--- src/rtl/bin2bcd_seq.sv ---
// rtl/bin2bcd_seq.sv - sequential 8-bit binary to 3-digit BCD converter (shift-add-3)
module bin2bcd_seq (
    input  logic        clk,
    input  logic        rst,
    input  logic        start,
    input  logic [7:0]  bin_in,
    output logic        busy,
    output logic        done,
    output logic [11:0] bcd_out
);

    typedef enum logic [1:0] {IDLE, ADJ, SHF, DONE} state_t;

    state_t      state;
    logic [2:0]  cnt;
    logic [19:0] work;

    function automatic logic [3:0] add3(input logic [3:0] n);
        return (n >= 4'd5) ? n + 4'd3 : n;
    endfunction

    assign busy = (state == ADJ) || (state == SHF);
    assign done = (state == DONE);

    always_ff @(posedge clk) begin
        if (rst) begin
            state   <= IDLE;
            cnt     <= '0;
            work    <= '0;
            bcd_out <= '0;
        end else begin
            case (state)
                IDLE: begin
                    if (start) begin
                        work  <= {12'b0, bin_in};
                        cnt   <= '0;
                        state <= ADJ;
                    end
                end
                ADJ: begin
                    work  <= {add3(work[19:16]), add3(work[15:12]), add3(work[11:8]), work[7:0]};
                    state <= SHF;
                end
                SHF: begin
                    work <= {work[18:0], 1'b0};
                    if (cnt == 3'd7) begin
                        // digits of the post-shift register sit one bit lower in the current one
                        bcd_out <= work[18:7];
                        state   <= DONE;
                    end else begin
                        cnt   <= cnt + 3'd1;
                        state <= ADJ;
                    end
                end
                DONE: state <= IDLE;
                default: state <= IDLE;
            endcase
        end
    end

endmodule

--- config.mk ---
export PLATFORM = sky130hd
export DESIGN_NAME = bin2bcd_seq
export DESIGN_NICKNAME = d
export VERILOG_FILES = /design/src/rtl/bin2bcd_seq.sv
export SDC_FILE = /design/constraint.sdc
export NUM_CORES = 1
export LEC_CHECK = 0
export ABC_AREA = 1
export CORE_ASPECT_RATIO = 1.2
export CORE_MARGIN = 1.5
export CORE_UTILIZATION = 50
export CTS_CLUSTER_SIZE = 10
export DETAILED_ROUTE_END_ITERATION = 8
export GPL_ROUTABILITY_DRIVEN = 0
export MAX_ROUTING_LAYER = met4
export PLACE_DENSITY = 0.81
export SYNTH_ARGS = -nofsm -noshare
export SYNTH_HDL_FRONTEND = slang
export SYNTH_SLANG_ARGS = --single-unit
export TNS_END_PERCENT = 5
--- constraint.sdc ---
create_clock -name clk -period 1.4 [get_ports clk]
set_input_delay 0.42 -clock clk [delete_from_list [all_inputs] [get_ports clk]]
set_output_delay 0.42 -clock clk [all_outputs]
set_load 0.005 [all_outputs]
==> results.yml <==
worst_setup_path:
  worst-setup-path-type: "reg -> out"
  critPathArrivalTime_ns: 1.04
  crit-reg2reg-capture: "work[2]"
  worst_ep_required_time_ns: 0.98
  rrSetupSlack_ns: -0.01
  r2r_cells: 9
  reg2reg_from: "state[0]"
  cp-start-kind: "flop"
  cp_max_fo: 2
  endpoint_kind: "output port"
timing:
  finalHoldViolCount: 0
  fin_crit_ns: 1.46
  holdWs_ns: 0.462
  finalSetupViolCount: 13
  finClkSkew_ns: 0.00809
  rsz0062_at_grt: "true"
  fin_ws_ns: -0.0624
  max_slew_margin_pct: 81.6
  tightest_slew_ns: 0.276
  fmax_mhz: 684
  final_max_slew_viol_count: 0
  fin_crit_sh_pct: 104
min_path:
  hold_path_class: "reg -> reg"
  holdCritStartpoint: "work[1]"
  hold_path_end: "work[1]"
  min_path_cells: 2
yosys:
  synth_seq_cells: 37
  syn_inst: 258
  syn_nets: 282
  yosysWarnings: 0
  syn_avg_cell_area_um2: 7.90
  yosysSeqAreaShare_pct: 36.3
  synth_cell_types: 28
  syn_area_um2: 2040
clocking:
  clk_latency_ns: 0.30
  ctsHoldBuffers: 0
  postCtsSetupBuffers: 0
  cts.sinks: 37
  numCtsBuffers: 5
  ctsHtreeMaxLevel: 2
  cts.clk_slew.worst_paths_ns: 0.07
  cts_tree: "yes"
  cts_root_buf: "clkbuf_8"
  clock_path_buffers: 2
final_layout:
  nFillCells: 309
  final_cell_mix: "nand2_1 (52), dfxtp_1 (25), inv_1 (21), a21oi_1 (19), buf_4 (17)"
  seq_area_um2: 756
  layout_commonest_cell: "nand2_1"
  nets: 327
  n_antenna_cell: 0
  drive_gt1_share_pct: 34.2
  synthToLayoutAreaGrowth_pct: 37.1
  final_cell_area_um2: 2800
  multi_input_area_um2: 1220
place:
  place_area_um2: 2490
  dp.final_hpwl_mm: 3.16
  io_buffers: 24
global_routing:
  overflow: 0
  antenna_found_initial: 0
  grt_pass1_wl_mm: 7.58
  grt_max_degree: 16
  grt_pass1_vias: 1662
  grtUsageTotal_pct: 23.4
floorplanning:
  die_w_um: 61.3
  dieArea_um2: 4470
  ios: 25
  core_area_um2: 3940
  core.rowCount: 25
  start_util_pct: 51.7
  fp.dieH_um: 73.0
pwr:
  p_per_area_nw_per_um2: 1250
  total_leakage_power_nw: 1.19
  peakVddDrop_uv: 913
outcome:
  violations: "setup timing"
  outcome: "finished with violations"
detailed_routing:
  drc: 0
  via_count: 1868
  dr.pass1.iters: 4
  viasPerCell: 5.22
  drt-total-wl_mm: 5.02
  drt_iter0_drc: 78
  ant_nets: 0
  wl_per_cell_um: 14.0
job:
  timing.max_cap.violations: 0
-- sequential cells by signal, summed over array words and instances, names as in the netlist --
| name | flops |
|---|---|
| work | 20 |
| bcd_out | 12 |
| cnt | 3 |
| state | 2 |
-- per-stage QoR --
stage	power (mW)	utilization, %	instances	setup TNS (ns)	setup slack (ns)
final	3.49	71.0	358	-0.296	-0.0624
after global routing	3.66	71.0	358	-2.02	-0.117
after CTS	3.35	67.3	356	-0.828	-0.163
after detailed placement	2.33	63.3	348	-7.56	-0.302
after global placement	2.29	63.3	348	-6.88	-0.281
after floorplan	1.99	-	258	-0.00330	-0.00130
-- per-layer routing --
metal	wire length (um)	track usage, %	up-vias	part of all wire [%]
li1	-	-	941	-
met1	2150	27.4	870	43
met2	2590	38.3	50	52
met3	225	5.67	7	4.5
met4	60	8.21	0	1.2
met5	0	-	-	0
-- layout make-up --
type                    count  share of cell area, %
clock inverters             2                   1.34
repair buffers             51                   17.9
well taps                  54                   2.42
multi-input cells         177                   43.7
clock buffers               6                   2.95
inverters                  31                   4.65
flip-flops and latches     37                   27.0
-- worst max-delay path, stage by stage, from the launching register on --
cell	delay, ns
dfxtp_2	0.34
inv_2	0.05
ha_4	0.27
buf_6	0.09
-- where the power goes --
group	switching, mW	total, mW	internal (mW)
registers	0.0567	1.22	1.17
logic	0.730	1.28	0.545
clock network	0.409	0.988	0.579
-- cells in the mapped netlist --
| library cell | instances | area [um^2] |
|---|---|---|
| nand3_1 | 7 | 35.0 |
| o22ai_1 | 9 | 56.3 |
| o21ai_2 | 3 | 26.3 |
| nand3b_1 | 2 | 15.0 |
| o21ai_4 | 3 | 48.8 |
| dfxtp_1 | 37 | 741 |
| nor3b_1 | 1 | 7.51 |
| nand3_4 | 1 | 17.5 |
| nand2_1 | 54 | 203 |
| nor3_1 | 1 | 5.00 |
| a21oi_2 | 10 | 87.6 |
| nand2_4 | 3 | 33.8 |
| nor2_4 | 1 | 11.3 |
| a21oi_1 | 19 | 95.1 |
| inv_2 | 3 | 11.3 |
| nor2_8 | 2 | 40.0 |
| buf_6 | 4 | 45.0 |
| o21ai_0 | 14 | 70.1 |
| nand3_2 | 1 | 10.0 |
| buf_4 | 1 | 7.51 |
| ha_1 | 13 | 163 |
| inv_1 | 27 | 101 |
| nor2_2 | 2 | 12.5 |
| buf_2 | 9 | 45.0 |
| a211oi_1 | 5 | 37.5 |
| inv_4 | 1 | 6.26 |
| nor2_1 | 14 | 52.6 |
| o21ai_1 | 11 | 55.1 |
-- logic make-up after synthesis --
family	after synthesis	share of synthesized area, %
compound gates	74	23.4
simple gates	89	21.7
fa+ha+maj	13	7.98
flops	37	36.3
buf+inv	45	10.6
-- worst max-delay path by stage --
stage                        start       to  slack, ns  cells past startpoint
after floorplan           state[0]  work[7]     -0.001                      9
after global placement       start  work[5]      -0.28                      6
after global routing      state[0]     busy      -0.12                      3
final                     state[1]     busy      -0.06                      3
after CTS                 state[0]     busy      -0.16                      3
after detailed placement     start  work[5]      -0.30                      6
-- repair_timing --
| item | CTS | global route |
|---|---|---|
| pin swaps | 1 | 7 |
| gates resized for setup | 48 | 31 |
| cloned | 0 | 2 |
| endpoints found under the hold margin | 0 | 0 |
| endpoints found under the setup margin | 49 | 37 |
Note: power is estimated with default switching activity, not from simulation.
